$ cat src/rtl/ptw_walk_ctrl.sv
// ptw_walk_ctrl: Sv39 page-table-walk controller arbitrating I-TLB/D-TLB misses
module ptw_walk_ctrl #(
  parameter int VIRTUAL_ADDR_LEN_SV39 = 39,
  parameter int PHYSICAL_ADDR_LEN_SV39 = 56,
  parameter int PTE_SIZE_IN_BIT = 64,
  parameter int SATP_PPN_WIDTH = 44,
  parameter int VPN_SLICE_WIDTH = 9
) (
  input  logic                              clk,
  input  logic                              rst,
  input  logic [SATP_PPN_WIDTH-1:0]         satp_ppn_i,
  input  logic                              flush_i,
  input  logic                              itlb_req_valid_i,
  input  logic [VIRTUAL_ADDR_LEN_SV39-1:0]  itlb_req_vaddr_i,
  output logic                              itlb_req_ready_o,
  input  logic                              dtlb_req_valid_i,
  input  logic [VIRTUAL_ADDR_LEN_SV39-1:0]  dtlb_req_vaddr_i,
  output logic                              dtlb_req_ready_o,
  output logic                              mem_req_valid_o,
  output logic [PHYSICAL_ADDR_LEN_SV39-1:0] mem_req_addr_o,
  input  logic                              mem_req_ready_i,
  input  logic                              mem_resp_valid_i,
  input  logic [PTE_SIZE_IN_BIT-1:0]        mem_resp_data_i,
  input  logic                              mem_resp_err_i,
  output logic                              walk_resp_valid_o,
  output logic                              walk_resp_id_o,
  output logic [PTE_SIZE_IN_BIT-1:0]        walk_resp_pte_o,
  output logic [1:0]                        walk_resp_level_o,
  output logic                              walk_resp_page_fault_o,
  input  logic                              walk_resp_ready_i,
  output logic                              busy_o
);
  typedef enum logic [2:0] {IDLE, REQ, WAIT, RESP, DRAIN} state_t;
  state_t r_state, w_next;
  logic r_rr, r_id, r_fault;
  logic [1:0] r_level;
  logic [VIRTUAL_ADDR_LEN_SV39-1:0] r_vaddr;
  logic [SATP_PPN_WIDTH-1:0] r_base;
  logic [PTE_SIZE_IN_BIT-1:0] r_pte;
  logic w_idle, w_gnt_i, w_gnt_d, w_leaf, w_mis, w_fault, w_down, w_unused;
  logic [VPN_SLICE_WIDTH-1:0] w_vpn;
  logic [SATP_PPN_WIDTH-1:0] w_ppn;
  assign w_idle = r_state == IDLE && !flush_i && !rst;
  assign w_gnt_d = w_idle && dtlb_req_valid_i && (!itlb_req_valid_i || r_rr);
  assign w_gnt_i = w_idle && itlb_req_valid_i && (!dtlb_req_valid_i || !r_rr);
  assign w_ppn = mem_resp_data_i[53:10];
  assign w_leaf = mem_resp_data_i[1] || mem_resp_data_i[3];
  assign w_mis = (r_level == 2'd1 && w_ppn[8:0] != '0) || (r_level == 2'd2 && w_ppn[17:0] != '0);
  assign w_fault = mem_resp_err_i || !mem_resp_data_i[0] || (!mem_resp_data_i[1] && mem_resp_data_i[2]) ||
                   (w_leaf ? w_mis : r_level == 2'd0);
  assign w_down = !w_fault && !w_leaf;
  assign w_vpn = r_level == 2'd2 ? r_vaddr[38:30] : r_level == 2'd1 ? r_vaddr[29:21] : r_vaddr[20:12];
  assign w_unused = ^{mem_resp_data_i[63:54], mem_resp_data_i[9:4], r_vaddr[11:0]};
  assign itlb_req_ready_o = w_gnt_i;
  assign dtlb_req_ready_o = w_gnt_d;
  assign mem_req_valid_o = r_state == REQ;
  assign mem_req_addr_o = mem_req_valid_o ? {r_base, w_vpn, 3'b000} : '0;
  assign walk_resp_valid_o = r_state == RESP;
  assign walk_resp_id_o = walk_resp_valid_o && r_id;
  assign walk_resp_pte_o = walk_resp_valid_o ? r_pte : '0;
  assign walk_resp_level_o = walk_resp_valid_o ? r_level : 2'd0;
  assign walk_resp_page_fault_o = walk_resp_valid_o && r_fault;
  assign busy_o = r_state != IDLE;
  always_comb begin
    w_next = r_state;
    case (r_state)
      IDLE:  w_next = w_gnt_i || w_gnt_d ? REQ : IDLE;
      REQ:   w_next = flush_i ? (mem_req_ready_i ? DRAIN : IDLE) : mem_req_ready_i ? WAIT : REQ;
      WAIT:  w_next = flush_i ? (mem_resp_valid_i ? IDLE : DRAIN) : !mem_resp_valid_i ? WAIT : w_down ? REQ : RESP;
      RESP:  w_next = flush_i || walk_resp_ready_i ? IDLE : RESP;
      DRAIN: w_next = mem_resp_valid_i ? IDLE : DRAIN;
      default: w_next = IDLE;
    endcase
  end
  always_ff @(posedge clk) begin
    if (rst) begin
      r_state <= IDLE;
      r_rr <= 1'b1;
      r_id <= 1'b0;
      r_level <= 2'd2;
      r_vaddr <= '0;
      r_base <= '0;
      r_pte <= '0;
      r_fault <= 1'b0;
    end else begin
      r_state <= w_next;
      if (w_gnt_i || w_gnt_d) begin
        r_vaddr <= w_gnt_d ? dtlb_req_vaddr_i : itlb_req_vaddr_i;
        r_id <= w_gnt_d;
        r_level <= 2'd2;
        r_base <= satp_ppn_i;
        if (itlb_req_valid_i && dtlb_req_valid_i) r_rr <= !r_rr;
      end
      if (r_state == WAIT && mem_resp_valid_i && !flush_i) begin
        if (w_down) begin
          r_base <= w_ppn;
          r_level <= r_level - 2'd1;
        end else begin
          r_pte <= w_fault ? '0 : mem_resp_data_i;
          r_fault <= w_fault;
        end
      end
    end
  end
endmodule

$ cat config.mk
export PLATFORM = sky130hd
export DESIGN_NAME = ptw_walk_ctrl
export DESIGN_NICKNAME = d
export VERILOG_FILES = /design/src/rtl/ptw_walk_ctrl.sv
export SDC_FILE = /design/constraint.sdc
export NUM_CORES = 1
export LEC_CHECK = 0
export ABC_AREA = 1
export CAP_MARGIN = 40
export CORE_MARGIN = 2
export CORE_UTILIZATION = 44
export CTS_BUF_LIST = sky130_fd_sc_hd__clkbuf_2 sky130_fd_sc_hd__clkbuf_4 sky130_fd_sc_hd__clkbuf_8
export DETAILED_ROUTE_END_ITERATION = 10
export GPL_ROUTABILITY_DRIVEN = 1
export GPL_TIMING_DRIVEN = 0
export PLACE_DENSITY = 0.85
export SLEW_MARGIN = 25
export SYNTH_ARGS = -nofsm -noshare
export SYNTH_HDL_FRONTEND = slang
export SYNTH_SLANG_ARGS = --single-unit
$ cat constraint.sdc
create_clock -name clk -period 2.15 [get_ports clk]
set_input_delay 0.5375 -clock clk [delete_from_list [all_inputs] [get_ports clk]]
set_output_delay 0.5375 -clock clk [all_outputs]
set_load 0.05 [all_outputs]
* After elaboration in Yosys (flattened, before gate mapping)
Cells that the tools add are included.
** Word-level totals
- Flip-flop bits (word level) :: 155
- Bits in latches :: 0
- Memory bits (writable) :: 0
- ROM bits :: 0
- Input bits :: 195
- Output and inout port bits :: 129
- Memories kept :: 0
** Operators by class
- $add $sub $neg :: 1
- $mul :: 0
- Div/mod/pow operators :: 0
- Magnitude comparators :: 0
- Equal/unequal tests :: 6
- Shift operators :: 0
- Multiplexer cells :: 24
- Bitwise logic cells :: 1
- Reductions and logical operators :: 40
** Operator list (count)
- $mux 44 :: 3
- $mux 64 :: 2
- $mux 56 :: 1
- $mux 39 :: 1
- $mux 9 :: 2
- $reduce_bool 18->1 :: 1
- $mux 2 :: 8
- $logic_and 1x1->1 :: 15
- $pmux 3 s5 :: 1
- $mux 3 :: 4
- $logic_not 1->1 :: 9
- $logic_or 1x1->1 :: 9
- $reduce_bool 9->1 :: 1
- $eq 3x2->1 const B :: 2
- $reduce_and 2->1 :: 2
- $eq 3x1->1 const B :: 1
- $eq 3x3->1 const B :: 1
- $logic_not 3->1 :: 1
- $reduce_bool 3->1 :: 1
- $eq 2x1->1 const B :: 1
- $eq 2x2->1 const B :: 1
- $logic_not 2->1 :: 1
- $mux 1 :: 2
- $sub 2x1->2 const B :: 1
- $not 1->1 :: 1

* Logic depth before layout (Yosys ltp)
- Word-level depth :: 11
- Mapped depth :: 11

* Least setup slack after synthesis
Ideal clock, no wire load.
- Path kind :: flip-flop to output port
- Start :: reg r_state[0]
- End :: out mem_req_addr_o[10]
- Arrival :: 2.370 ns
- Required time :: 1.612 ns
- Path slack :: -0.757 ns
- Cell stages (with the launch flop) :: 8
- Cells stage by stage :: dfxtp_1 -> inv_1 -> nor2_1 -> nand2_1 -> inv_1 -> clkbuf_1 -> o21ai_0 -> a31oi_1
** Between the ends
- Word-level cells in the longest chain between the ends :: 2
** Ends and longest elaborated chain
- from (decl) :: line 34 : state_t r_state, w_next;
- from (signal assigned) :: line 86 : r_state <= w_next;
- $eq 3x1->1 :: line 56 : assign mem_req_valid_o = r_state == REQ;
- net mem_req_valid_o :: line 19 : output logic mem_req_valid_o,
- $mux 56 :: line 57 : assign mem_req_addr_o = mem_req_valid_o ? {r_base, w_vpn, 3'b000} : '0;
- to (decl) :: line 20 : output logic [PHYSICAL_ADDR_LEN_SV39-1:0] mem_req_addr_o,
The timed path passes the listed nets, and every way through them passes these cells.

* Worst setup path after layout
- Start :: reg r_state[0]
- End :: out mem_req_addr_o[6]
** Between the ends
- Word-level cells in the longest chain between the ends :: 2
** Ends and longest elaborated chain (line)
- $eq 3x1->1 :: 56
- $mux 56 :: 57
No other way between the ends.

==> key figures <==
Cells and area
  • Final nets: 1750
  • Post-Route Utilization: 0.745
  • Non-filler cells in the finished layout: 1789
  • Final-layout fill cell count: 1290
  • Ant diodes: 0
  • Area of the multi-input gates: 4490 sq um
  • Layout cells sized above 1: 0.237
  • Total area of sequential cells: 2870 sq um
  • Layout area overhead: 67.5%

Hold path
  • Hold path endpoint: r_pte[24]$_SDFFE_PP0P_
  • Worst Hold Class: reg2reg
  • Critical hold path startpoint: r_pte[24]$_SDFFE_PP0P_
  • Hold depth: 2

Synthesis
  • Syn Area/Cell: 6.26 sq um
  • Yosys cell types: 29
  • Syn Inst Count: 1212
  • Cell Area, Synth: 7590 sq um
  • Synth area leader: dfxtp_1
  • Seq/Total Area, Yosys: 0.377
  • Synthesis Warnings: 0
  • Yosys top cell area share: 0.377
  • Synth area leaders: dfxtp_1 38%, nor2_1 13%, nand2_1 12%
  • #FFs+latches synth: 143

Place
  • Placed Instances: 1734
  • Post-DP HPWL: 20300 um
  • Final GP Congestion: 0.902
  • Port bufs: 295

Floorplanning
  • Die span in x: 135 um
  • Core ar.: 17100 sq um
  • Height of the die: 135 um
  • Initial core utilization: 0.445
  • # rows: 48
  • Io pins: 324
  • Total die area: 18300 sq um

Critical path
  • CP Data Arrival Time: 1.81 ns
  • Worst Path Buf+Inv: 4
  • CP dominant cell by count: buf_8
  • Crit-path cells: inv_2 -> nor2_4 -> nand2_4 -> inv_4 -> buf_8 -> o21ai_2 -> a31oi_4 -> buf_8
  • CP Launch Type: flip-flop
  • Setup CP Type: reg2out
  • Reg2Reg Capture Point: r_vaddr[15]$_SDFFE_PP0N_
  • Worst path slowest cell: dfxtp_2
  • Element type at the critical path end: primary output
  • Critical path's top delay family: buffers and inverters
  • Worst R2R Setup Slack: 0.09 ns
  • Largest stage delay on the critical path: 0.35 ns
  • Cells on worst reg2reg path: 12
  • Max Fanout on Critical Path: 5
  • Critical Path RT: 1.61 ns
  • R2r startpoint: r_state[0]$_SDFF_PP0_

Power and ir drop
  • Static Leak: 5.03 nW
  • Peak supply drop: 0.378 mV
  • Pwr/cell area: 492 nW/um^2

Timing
  • Count of final hold-check violations: 0
  • Worst slew pin tran: 0.634 ns
  • Slew Viols, Final: 0
  • Fin crit share: 1.09
  • Worst Skew: 0.0130 ns
  • Slew HR: 0.577
  • Max Clock Freq: 0.427 GHz
  • Fin worst setup slack: -0.193 ns
  • RSZ-0062 raised after global routing: yes
  • Setup violators final: 114
  • Minimum clock period: 2.34 ns

Global route
  • Antenna violations before repair: 1
  • GRT Util Overall: 0.295
  • Largest net degree at the start of global routing: 19
  • First-pass GRT wire length: 42500 um
  • Total grt overflow: 0
  • Vias in the first global route: 8573

Clock network
  • CTS tree: built
  • CTS Root Cell: clkbuf_8
  • Clock transition at the registers of the reported paths: 0.08 ns
  • Hold_buf cts: 0
  • Clk_lat worst skew: 0.47 ns
  • H-tree Lvls: 4
  • Num CTS Buffers: 17
  • Clk buf depth: 2
  • Clk sinks: 143

Drt
  • Vias per std cell: 5.19
  • Routed vias: 9281
  • Wire length per cell: 16.6 um
  • Initial DRC Count: 729
  • Final antenna-violating net count: 0
  • DRC violations left: 0
  • DRT Wirelength: 29600 um
  • Router iterations before antenna repair: 7

Run status
  • Failing checks: negative setup slack
  • Status: complete, but fails checks

Job
  • Max Cap Viol: 0
## synth_stat cells (all sizes together)
library cell and count:
nor2 271, nand2 235, dfxtp 143, inv 134, nand3 114, o21ai 85, a21oi 68, clkbuf 53
a21boi 45, buf 37, a31oi 9, nand4 4, ha 3, and2 2, clkinv 2, nor3 2
or2 2, a32oi 1, conb 1, o22ai 1
## layer usage
metal | track usage | share of wire
met1 | 0.355 | 0.39
met2 | 0.517 | 0.49
met3 | 0.0655 | 0.079
met4 | 0.109 | 0.032
met5 | 0 | 0
## placed cells by master, fill, tap and decap left out, drive strengths merged
cell type / count
inv: 136
clkdlybuf4s50: 168
dfxtp: 143
or2: 2
nor3: 2
nand4: 4
nand3: 114
ha: 3
nor2: 271
dlymetal6s2s: 1
o21ai: 85
conb: 3
a32oi: 1
o22ai: 1
clkinv: 5
clkinvlp: 2
and2: 2
a31oi: 9
a21oi: 68
a21boi: 45
bufinv: 4
clkbuf: 78
nand2: 236
buf: 181
## timing repair
item | in CTS | in global routing
pin swaps | 6 | 4
buffers inserted | 9 | 9
hold endpoints to repair | 0 | 0
endpoints found under the setup margin | 192 | 260
gates cloned | 2 | 5
gates resized for setup | 943 | 254
## metrics by stage
step	hold WS (ns)	area, sq um	worst slack (ns)	setup TNS (ns)	total power, mW
after floorplan	0.440	7740	-0.0591	-1.18	3.28
after global placement	0.450	11000	-1.32	-121.20	3.75
after detailed placement	0.455	11000	-1.32	-129.30	3.77
after CTS	0.467	11800	-0.240	-20.89	6.15
after global routing	0.485	12700	-0.252	-20.09	6.44
final	0.467	12700	-0.193	-9.92	6.25
## sequential cells by signal, indices dropped and copies added (netlist names)
signal / count
r_pte: 64
r_base: 44
r_vaddr: 27
r_state: 3
r_level: 2
r_fault: 1
r_id: 1
r_rr: 1
## cells by family (layout without fill, tap and decap cells)
logic type                 Yosys count  in the layout  share of synthesized area
AOI/OAI and AO/OA                  209            209                      0.155
adders and majority gates            3              3                    0.00495
buffers and inverters              226            575                      0.124
DFF                                143            143                      0.377
other                                1              3                   0.000494
and+or+nand+nor                    630            631                      0.338
## power by group
part | switching (mW) | internal (mW)
clock network | 1.08 | 1.33
registers | 0.0506 | 2.73
logic | 0.553 | 0.513
total | 1.68 | 4.57
## worst register-to-register path, delay by kind of cell (launching register included)
kind	cells	cell delay (ns)
DFF	1	0.34
buffers and inverters	4	0.74
and+or+nand+nor	8	0.87
## cell type report
cell class / instances / area share
multi-input cells: 846 / 0.353
repair buffers: 319 / 0.271
flip-flops and latches: 143 / 0.226
plain buffers: 89 / 0.0520
inverters: 136 / 0.0421
well taps: 225 / 0.0221
clock buffers: 20 / 0.0212
clock inverters: 11 / 0.0129
## worst max path at each step
stage	slack, ns	depth (start not counted)	startpoint	to
final	-0.19	8	r_state[0]$_SDFF_PP0_	mem_req_addr_o[6]
after global routing	-0.25	8	r_state[0]$_SDFF_PP0_	mem_req_addr_o[6]
after CTS	-0.24	8	r_state[0]$_SDFF_PP0_	mem_req_addr_o[5]
after detailed placement	-1.32	6	flush_i	itlb_req_ready_o
after global placement	-1.32	6	flush_i	itlb_req_ready_o
after floorplan	-0.06	6	r_state[0]$_SDFF_PP0_	walk_resp_level_o[0]
No activity file was read; power rests on OpenSTA's default activity.
